File: config.mk
export PLATFORM = sky130hd
export DESIGN_NAME = ram_access_ctrl
export DESIGN_NICKNAME = d
export VERILOG_FILES = /design/src/rtl/mpp_ram_pkg.sv /design/src/rtl/ram_burst_counter.sv /design/src/rtl/ram_access_ctrl.sv
export SDC_FILE = /design/constraint.sdc
export NUM_CORES = 1
export LEC_CHECK = 0
export ABC_CLOCK_PERIOD_IN_PS = 1750
export CAP_MARGIN = 20
export CELL_PAD_IN_SITES_DETAIL_PLACEMENT = 1
export CELL_PAD_IN_SITES_GLOBAL_PLACEMENT = 2
export CORE_MARGIN = 10
export CORE_UTILIZATION = 39
export DETAILED_ROUTE_END_ITERATION = 6
export DONT_BUFFER_PORTS = 1
export GPL_TIMING_DRIVEN = 0
export PLACE_DENSITY = 0.81
export SLEW_MARGIN = 10
export SYNTH_ARGS = -nofsm -noshare
export SYNTH_HDL_FRONTEND = slang
export SYNTH_SLANG_ARGS = --single-unit
File: constraint.sdc
create_clock -name clk -period 1.75 [get_ports clk]
set_input_delay 0.0875 -clock clk [delete_from_list [all_inputs] [get_ports clk]]
set_output_delay 0.0875 -clock clk [all_outputs]
set_load 0.01 [all_outputs]
File: src/rtl/mpp_ram_pkg.sv
// Shared types and constants for the MPP RAM access path.
// Contents:
//   RAM_AW / RAM_DW / RAM_LEN_W  address, data and burst-length widths
//   RW_READ / RW_WRITE           encoding of the RAM rw pin
//   ram_state_e                  phase state of the access controller
package mpp_ram_pkg;

   localparam int unsigned RAM_AW    = 8;
   localparam int unsigned RAM_DW    = 8;
   localparam int unsigned RAM_LEN_W = 5;

   localparam logic RW_READ  = 1'b1;
   localparam logic RW_WRITE = 1'b0;

   typedef enum logic [2:0] {
      ST_IDLE,
      ST_SETUP,
      ST_STROBE,
      ST_HOLD,
      ST_FIN
   } ram_state_e;

endpackage

File: src/rtl/ram_burst_counter.sv
// Burst address/length tracker for ram_access_ctrl.
// Ports:
//   clk, rst_n   clock, async active-low reset
//   load         capture base_addr/len as a new burst
//   step         advance to the next word (address wraps modulo 2^AW)
//   base_addr    first word address
//   len          number of words in the burst
//   cur_addr     address of the word being accessed (registered)
//   last_c       current word is the final one of the burst (combinational)
module ram_burst_counter
   import mpp_ram_pkg::*;
#(
   parameter int unsigned AW = RAM_AW,
   parameter int unsigned LW = RAM_LEN_W
) (
   input  logic          clk,
   input  logic          rst_n,
   input  logic          load,
   input  logic          step,
   input  logic [AW-1:0] base_addr,
   input  logic [LW-1:0] len,
   output logic [AW-1:0] cur_addr,
   output logic          last_c
);

   logic [LW-1:0] remaining;

   // Load wins over step; the address simply rolls over at the top of the array.
   always_ff @(posedge clk or negedge rst_n) begin
      if (!rst_n) begin
         cur_addr  <= '0;
         remaining <= '0;
      end else if (load) begin
         cur_addr  <= base_addr;
         remaining <= len;
      end else if (step) begin
         cur_addr  <= cur_addr + AW'(1);
         remaining <= remaining - LW'(1);
      end
   end

   // remaining counts the current word, so one left means this is the last.
   assign last_c = (remaining <= LW'(1));

endmodule

File: src/rtl/ram_access_ctrl.sv
// Bus-side initiator for the 256x8 ram_storage array.
// Runs single/burst reads and writes requested over start/busy/done and drives
// the level-sensitive RAM pins with setup / strobe / hold phasing so that the
// address, direction and write data are stable around every chip-select pulse.
// Ports:
//   clk, rst_n              clock, async active-low reset
//   start, wr, base_addr,   request; sampled only in IDLE
//   len
//   wdata, wdata_ack        write-data stream; ack means wdata was consumed
//   rdata, rdata_valid      read-data stream; rdata holds until the next read
//   busy, done              request in flight / end-of-burst pulse
//   ram_cs, ram_rw,         RAM pins (cs active high, rw 1 = read)
//   ram_addr, ram_wdata
//   ram_rdata               RAM data_out, valid while cs=1 and rw=1
// Every output is a flop loaded from the current state, so the pins lag the
// FSM state by one cycle: cs is high in the cycle after ST_STROBE.
module ram_access_ctrl
   import mpp_ram_pkg::*;
#(
   parameter int unsigned AW = RAM_AW,
   parameter int unsigned DW = RAM_DW,
   parameter int unsigned LW = RAM_LEN_W
) (
   input  logic          clk,
   input  logic          rst_n,
   input  logic          start,
   input  logic          wr,
   input  logic [AW-1:0] base_addr,
   input  logic [LW-1:0] len,
   input  logic [DW-1:0] wdata,
   output logic          wdata_ack,
   output logic [DW-1:0] rdata,
   output logic          rdata_valid,
   output logic          busy,
   output logic          done,
   output logic          ram_cs,
   output logic          ram_rw,
   output logic [AW-1:0] ram_addr,
   output logic [DW-1:0] ram_wdata,
   input  logic [DW-1:0] ram_rdata
);

   ram_state_e    state;
   ram_state_e    state_nxt;
   logic          wr_q;
   logic          wr_nxt;

   logic          cnt_load_c;
   logic          cnt_step_c;
   logic [AW-1:0] cur_addr;
   logic          last_c;

   logic          wdata_ack_nxt;
   logic [DW-1:0] rdata_nxt;
   logic          rdata_valid_nxt;
   logic          busy_nxt;
   logic          done_nxt;
   logic          ram_cs_nxt;
   logic          ram_rw_nxt;
   logic [AW-1:0] ram_addr_nxt;
   logic [DW-1:0] ram_wdata_nxt;

   ram_burst_counter #(
      .AW (AW),
      .LW (LW)
   ) u_burst_counter (
      .clk       (clk),
      .rst_n     (rst_n),
      .load      (cnt_load_c),
      .step      (cnt_step_c),
      .base_addr (base_addr),
      .len       (len),
      .cur_addr  (cur_addr),
      .last_c    (last_c)
   );

   // State and output registers; reset drops cs at once and abandons any burst.
   always_ff @(posedge clk or negedge rst_n) begin
      if (!rst_n) begin
         state       <= ST_IDLE;
         wr_q        <= 1'b0;
         wdata_ack   <= 1'b0;
         rdata       <= '0;
         rdata_valid <= 1'b0;
         busy        <= 1'b0;
         done        <= 1'b0;
         ram_cs      <= 1'b0;
         ram_rw      <= RW_READ;
         ram_addr    <= '0;
         ram_wdata   <= '0;
      end else begin
         state       <= state_nxt;
         wr_q        <= wr_nxt;
         wdata_ack   <= wdata_ack_nxt;
         rdata       <= rdata_nxt;
         rdata_valid <= rdata_valid_nxt;
         busy        <= busy_nxt;
         done        <= done_nxt;
         ram_cs      <= ram_cs_nxt;
         ram_rw      <= ram_rw_nxt;
         ram_addr    <= ram_addr_nxt;
         ram_wdata   <= ram_wdata_nxt;
      end
   end

   // Next state and next output values; pins hold unless a phase changes them.
   always_comb begin
      state_nxt       = state;
      wr_nxt          = wr_q;
      cnt_load_c      = 1'b0;
      cnt_step_c      = 1'b0;
      wdata_ack_nxt   = 1'b0;
      rdata_nxt       = rdata;
      rdata_valid_nxt = 1'b0;
      busy_nxt        = busy;
      done_nxt        = 1'b0;
      ram_cs_nxt      = 1'b0;
      ram_rw_nxt      = ram_rw;
      ram_addr_nxt    = ram_addr;
      ram_wdata_nxt   = ram_wdata;

      unique case (state)
         ST_IDLE: begin
            ram_rw_nxt = RW_READ;
            busy_nxt   = 1'b0;
            if (start) begin
               wr_nxt     = wr;
               cnt_load_c = 1'b1;
               busy_nxt   = 1'b1;
               state_nxt  = (len == LW'(0)) ? ST_FIN : ST_SETUP;
            end
         end

         // Address, direction and write data settle while cs is low.
         ST_SETUP: begin
            ram_addr_nxt = cur_addr;
            ram_rw_nxt   = wr_q ? RW_WRITE : RW_READ;
            if (wr_q) begin
               ram_wdata_nxt = wdata;
               wdata_ack_nxt = 1'b1;
            end
            state_nxt = ST_STROBE;
         end

         ST_STROBE: begin
            ram_cs_nxt = 1'b1;
            state_nxt  = ST_HOLD;
         end

         // cs is high on the pins during this state, so read data is valid now.
         ST_HOLD: begin
            if (!wr_q) begin
               rdata_nxt       = ram_rdata;
               rdata_valid_nxt = 1'b1;
            end
            cnt_step_c = 1'b1;
            state_nxt  = last_c ? ST_FIN : ST_SETUP;
         end

         ST_FIN: begin
            done_nxt   = 1'b1;
            busy_nxt   = 1'b0;
            ram_rw_nxt = RW_READ;
            state_nxt  = ST_IDLE;
         end

         default: begin
            busy_nxt  = 1'b0;
            state_nxt = ST_IDLE;
         end
      endcase
   end

endmodule

==> results of run 1 <==
[synth_stat cells (all sizes together)]
| cell type | n |
|---|---|
| or3 | 1 |
| mux2 | 26 |
| xnor2 | 1 |
| o211ai | 2 |
| o311ai | 2 |
| a32oi | 4 |
| dfstp | 1 |
| o21ai | 11 |
| a221o | 3 |
| ha | 3 |
| a21oi | 6 |
| xor2 | 1 |
| a211oi | 1 |
| nor2 | 16 |
| nand2 | 14 |
| nor2b | 1 |
| dfrtp | 46 |
| nor3 | 4 |
| nand3 | 3 |
| and2 | 1 |
| nor4b | 1 |
| inv | 7 |
| a211o | 1 |
| clkbuf | 2 |
| nand3b | 1 |
| a31oi | 2 |
| and3 | 3 |
| buf | 7 |
| nor4 | 2 |
| and3b | 1 |
[cells by family (layout without fill, tap and decap cells)]
logic type,after synthesis,count (layout)
buffers and inverters,16,59
AO/OA/AOI/OAI,32,32
AND/OR/NAND/NOR,48,48
adder cells (fa/ha/maj),3,3
flip-flops,47,47
multiplexers,26,26
XOR/XNOR,2,2
[final timing paths]
| check | start | end | slack (ns) | cells after the start |
|---|---|---|---|---|
| worst max-delay path | state[0] | ram_wdata[6] | 0.12 | 4 |
| worst min-delay path | start | state[0] | 0.02 | 3 |
| worst max register to register | state[0] | ram_wdata[6] | 0.12 | 4 |
| worst min register to register | u_burst_counter.remaining[4] | u_burst_counter.remaining[4] | 0.53 | 2 |
| max in group asynchronous | rst_n | ram_rw | 1.21 | 2 |
| min in group asynchronous | rst_n | ram_wdata[6] | 0.28 | 2 |
[through the flow]
step / setup TNS, ns / instances / setup WS [ns] / util [%] / instance area (sq um)
2_1_floorplan: 0 / 174 / 0.2020 / - / 2077
3_3_place_gp: -0.04837 / 244 / -0.01754 / 42.11 / 2165
3_5_place_dp: -0.5355 / 244 / -0.09905 / 42.11 / 2165
4_1_cts: 0 / 288 / 0.01064 / 51.27 / 2635
5_1_grt: 0 / 287 / 0.0007037 / 51.22 / 2633
6_report: 0 / 287 / 0.1214 / 51.22 / 2633
[sequential cells by signal, summed over array words and instances, names as in the netlist, 3 cells and up]
| register | count |
|---|---|
| rdata | 8 |
| u_burst_counter.remaining | 5 |
| u_burst_counter.cur_addr | 8 |
| state | 3 |
| ram_wdata | 8 |
| ram_addr | 8 |
[worst min-delay path: stages]
cell	delay, ns
inv_1	0.05
a211o_1	0.10
a21oi_1	0.05
[power by group through the flow]
stage / logic [uW] / clock network, uW / registers, uW
3_3_place_gp: 1530 / 0 / 2190
3_5_place_dp: 1660 / 0 / 2230
4_1_cts: 1820 / 657 / 2210
2_1_floorplan: 1340 / 0 / 2060
5_1_grt: 2000 / 716 / 2280
6_report: 1790 / 636 / 2190
[repair_timing]
item / CTS / global route
endpoints found under the setup margin: 20 / 6
buffers inserted: 4 / 0
gates resized for setup: 2 / 2
hold buffers: 32 / 0
pin swaps: 1 / 0
endpoints found under the hold margin: 78 / 0
[area by class of cell]
cell class,count,area [sq um]
tap,70,87.58
buffer,8,58.81
multi-input combinational,111,829.5
timing repair buffer,36,367.9
fill,583,2507
clock buffer,6,72.57
inverter,7,26.28
clock inverter,2,12.51
sequential,47,1177
[metal layers]
| metal | GRT usage (%) | wire [um] | vias to the layer above |
|---|---|---|---|
| met5 | 0 | 0 | - |
| met4 | 2.699 | 48 | 0 |
| met3 | 5.755 | 517 | 6 |
| met2 | 22.78 | 2766 | 54 |
| met1 | 13.56 | 2158 | 745 |
| li1 | - | - | 702 |
==> metrics.md, run 1 <==
| Metric | Value |
|---|---|
| Syn Std Cell Area | `2077 sq um` |
| Yosys warnings | `0` |
| Max VDD drop | `0.0007520 V` |
| Syn Area/Cell | `11.94 sq um` |
| Synth Area in Adders | `1.807%` |
| Worst-Margin Slew | `0.4285 ns` |
| Max Buffers Root-to-Sink | `2` |
| Maximum clock rate | `614.0 MHz` |
| CP bufs+invs | `2` |
| # setup viols final | `0` |
| Wire per inst | `19.13 um` |
| Critical path type | `reg -> reg` |
| GP Congestion | `0.7645` |
| CP required | `1.93 ns` |
| Reg clk slew, reported paths | `0.08 ns` |
| Hold_ws | `0.02331 ns` |
| Clock share of power | `13.8%` |
| Die W | `92.98 um` |
| Synth area leader | `dfrtp_1` |
| Commonest non-fill, non-tap cell in the layout | `dfrtp_1` |
| RSZ-0062 raised after global routing | `false` |
| CTS buffer count | `5` |
| Seq/Total Area, Yosys | `56.69%` |
| Most frequent cells in the layout | `dfrtp_1, dlygate4sd3_1, mux2_2, nand2_1, nor2_1` |
| Top cells by area, synth | `dfrtp_1, mux2_2, o21ai_0, nand2_1, nor2_1` |
| Top-area cell type share of the netlist area | `55.42%` |
| # DRC | `0` |
| Unique masters post-synth | `33` |
| Via count | `1507` |
| Int Pwr | `2783 uW` |
| #FFs+latches synth | `47` |
| CP dominant cell by count | `buf_2` |
| Final WL | `5491 um` |
| Pin count of the biggest net entering global routing | `48` |
| Outcome | `completed` |
| Compound-Gate Fraction of Synth Area | `10.18%` |
| Layout Skew | `0.008076 ns` |
| Clock Latency Late Sink | `0.30 ns` |
| Total core area | `5140 sq um` |
| Comb power frac | `38.7%` |
| Crit Path Max Fanout | `10` |
| Initial drt markers | `28` |
| Gr ovfl total | `0` |
| Die Area | `8644 sq um` |
| Starting Density | `40.41%` |
| Max-cap check violation count | `0` |
| Area delta synth->final | `26.75%` |
| Syn_nets | `210` |
| Sw Share | `39.69%` |
| Slowest cell on crit path | `dfrtp_1` |
| Simple logic cell fraction of the synthesized area | `12.17%` |
| Post-synthesis xor/xnor area fraction | `0.8434%` |
| Port bufs | `0` |
| Number of global-route vias before repair | `1702` |
| Final min period | `1.629 ns` |
| Htree depth | `2` |
| CTS tree | `yes` |
| Slew Limit Fails | `0` |
| Final Hold Fails | `0` |
| Mux contribution to synthesized area | `14.10%` |
| Cells after synthesis | `174` |
| Fin nets | `252` |
| ANT cells | `0` |
| Cell area power density | `1753 nW/um^2` |
| Share of layout cells above drive strength 1 | `23.96%` |
| Initial antenna violation count | `0` |
| Cell Rows | `26` |
| Routed Antenna Nets | `0` |
| CTS sink count | `47` |
| Cell leakage power | `0.001171 uW` |
| TritonRoute pass-1 iters | `4` |
| # IOs | `63` |
| CP max stage delay | `0.48 ns` |
| CP arrival | `1.81 ns` |
| DP HPWL | `3941 um` |
| Switch Pwr | `1831 uW` |
| Power, Total | `4614 uW` |
| CP startpoint kind | `flop` |
| Overall Global Routing Usage | `12.77%` |
| Via density | `5.251` |
| Crit-path cells | `buf_2 > and3_1 > buf_2 > mux2_2` |
| Clk root buf | `clkbuf_8` |
| Die H | `92.98 um` |
| First-pass GRT wire length | `8901 um` |
| Main combinational cell family by area after synthesis | `multiplexers` |
| Crit path max-delay family | `flip-flops` |
| CP Capture Type | `flop` |
| Slew margin rel. | `71.40%` |
| Hold Crit Class | `in -> reg` |
| Reg power frac | `47.5%` |
| Final period util | `93.06%` |
(Power assumes the default switching activity.)
==> run 2: changes to the inputs <==
ABC_CLOCK_PERIOD_IN_PS = 2000   (was 1750)
CORE_UTILIZATION = 42   (was 39)
PLACE_DENSITY = 0.86   (was 0.81)
clock period = 2 ns   (was 1.75 ns; I/O delays follow)
==> run 2 against run 1 <==
  * Hold slack worse by 0.018 ns
  * Clock power down 4.7%
  * Combinational power down 15%
  * Via count about the same
  * Final cell count down 1.7%
  * Utilization up 3.5 points
  * Non-clock buffer count down 3
  * Largest power group unchanged
==> metrics.md, run 2 (synthesized netlist as in run 1, its figures left out) <==
| Metric | Value |
|---|---|
| Slowest cell on crit path | `nor4b_4` |
| # setup viols final | `0` |
| Die H | `90.32 um` |
| Initial antenna violation count | `1` |
| CP required | `2.17 ns` |
| CP max stage delay | `0.57 ns` |
| GP Congestion | `0.7787` |
| Routed Antenna Nets | `0` |
| Via count | `1508` |
| Gr ovfl total | `0` |
| Final Hold Fails | `0` |
| CP arrival | `1.99 ns` |
| DP HPWL | `3845 um` |
| Final TNS setup | `0 ns` |
| Cell Rows | `25` |
| Pin count of the biggest net entering global routing | `48` |
| Utilization after layout | `54.68%` |
| Htree depth | `2` |
| Cell leakage power | `0.001135 uW` |
| CTS tree | `yes` |
| Max VDD drop | `0.0006550 V` |
| Worst-Margin Slew | `0.5964 ns` |
| Hold Crit Class | `in -> reg` |
| CP Capture Type | `flop` |
| Overall Global Routing Usage | `14.12%` |
| Final WL | `5654 um` |
| Area delta synth->final | `25.18%` |
| Placed cells | `241` |
| CP dominant cell by count | `buf_6` |
| Final period util | `91.29%` |
| Most frequent cells in the layout | `dfrtp_1, dlygate4sd3_1, mux2_2, nand2_1, nor2_1` |
| Cell area power density | `1558 nW/um^2` |
| Clk root buf | `clkbuf_8` |
| Final min period | `1.826 ns` |
| Clock Latency Late Sink | `0.30 ns` |
| RSZ-0062 raised after global routing | `false` |
| CTS buffer count | `5` |
| Outcome | `completed` |
| TritonRoute pass-1 iters | `4` |
| Wire per inst | `20.05 um` |
| Die Area | `8158 sq um` |
| Share of layout cells above drive strength 1 | `22.43%` |
| Fill count | `515` |
| Hold_ws | `0.005760 ns` |
| Total core area | `4755 sq um` |
| Layout Skew | `0.007188 ns` |
| Initial drt markers | `31` |
| Final Non-Filler Cells | `282` |
| Max Buffers Root-to-Sink | `2` |
| Number of global-route vias before repair | `1696` |
| Commonest non-fill, non-tap cell in the layout | `dfrtp_1` |
| Max-cap check violation count | `0` |
| First-pass GRT wire length | `9404 um` |
| Critical path type | `reg -> reg` |
| Starting Density | `43.68%` |
| Reg clk slew, reported paths | `0.09 ns` |
| CP startpoint kind | `flop` |
| # IOs | `63` |
| Slew Limit Fails | `0` |
| # DRC | `0` |
| R2R setup slack | `0.17 ns` |
| Maximum clock rate | `547.7 MHz` |
| Via density | `5.348` |
| Fin nets | `249` |
| Die W | `90.32 um` |
| Post-CTS Setup Repair Bufs | `0` |
| Crit Path Max Fanout | `10` |
| Slew margin rel. | `60.07%` |
| Crit-path cells | `buf_6 > nor4b_4 > nor2_2 > buf_6 > o21ai_0 > o311ai_1` |
| CTS sink count | `47` |
| Port bufs | `0` |
-- run 2: per-layer routing --
| metal | global-route usage (%) | part of all wire [%] | vias up |
|---|---|---|---|
| li1 | - | - | 695 |
| met1 | 15.14 | 40 | 753 |
| met2 | 24.58 | 51 | 49 |
| met3 | 5.237 | 7.1 | 11 |
| met4 | 5.570 | 2.2 | 0 |
| met5 | 0 | 0 | - |
-- run 2: repair_timing --
| action | in CTS | in global routing |
|---|---|---|
| hold buffers | 32 | 0 |
| hold endpoints to repair | 78 | 0 |
| gates resized for setup | 0 | 0 |
-- run 2: cell type report --
cell class | instances | area, sq um | share of cell area, %
clock buffer | 6 | 82.58 | 3.176
timing repair buffer | 32 | 337.8 | 12.99
sequential | 47 | 1177 | 45.28
buffer | 9 | 61.31 | 2.358
tap | 67 | 83.83 | 3.224
antenna | 1 | 2.502 | 0.09625
multi-input combinational | 111 | 812.0 | 31.23
clock inverter | 2 | 16.27 | 0.6256
inverter | 7 | 26.28 | 1.011
-- run 2: report_power, final --
part / total (uW) / switching [uW] / internal [uW]
Combinational: 1520 / 765 / 753
Clock: 606 / 324 / 282
Sequential: 1930 / 524 / 1400
Total: 4050 / 1610 / 2440
-- run 2: worst max-delay path, delay by kind of cell (launching register included) --
kind	cells	cell delay, ns
AOI/OAI and AO/OA	2	0.31
DFF	1	0.40
buffers and inverters	2	0.32
and+or+nand+nor	2	0.67
-- run 2: final timing paths --
check | startpoint | endpoint | cells past startpoint
hold reg to reg | u_burst_counter.remaining[4] | u_burst_counter.remaining[4] | 2
hold / removal | len[0] | state[2] | 3
max in group asynchronous | rst_n | ram_rw | 2
min in group asynchronous | rst_n | done | 2
setup reg to reg | state[1] | u_burst_counter.cur_addr[6] | 6
setup / recovery | state[1] | u_burst_counter.cur_addr[6] | 6
-- run 2: per-stage QoR --
| step | setup slack, ns | total power (uW) | cell area (sq um) |
|---|---|---|---|
| final | 0.1742 | 4051 | 2600 |
| after global routing | 0.05823 | 4376 | 2600 |
| after CTS | 0.1525 | 4072 | 2597 |
| after detailed placement | 0.1628 | 3393 | 2161 |
| after global placement | 0.2705 | 3252 | 2161 |
| after floorplan | 0.4520 | 2970 | 2077 |
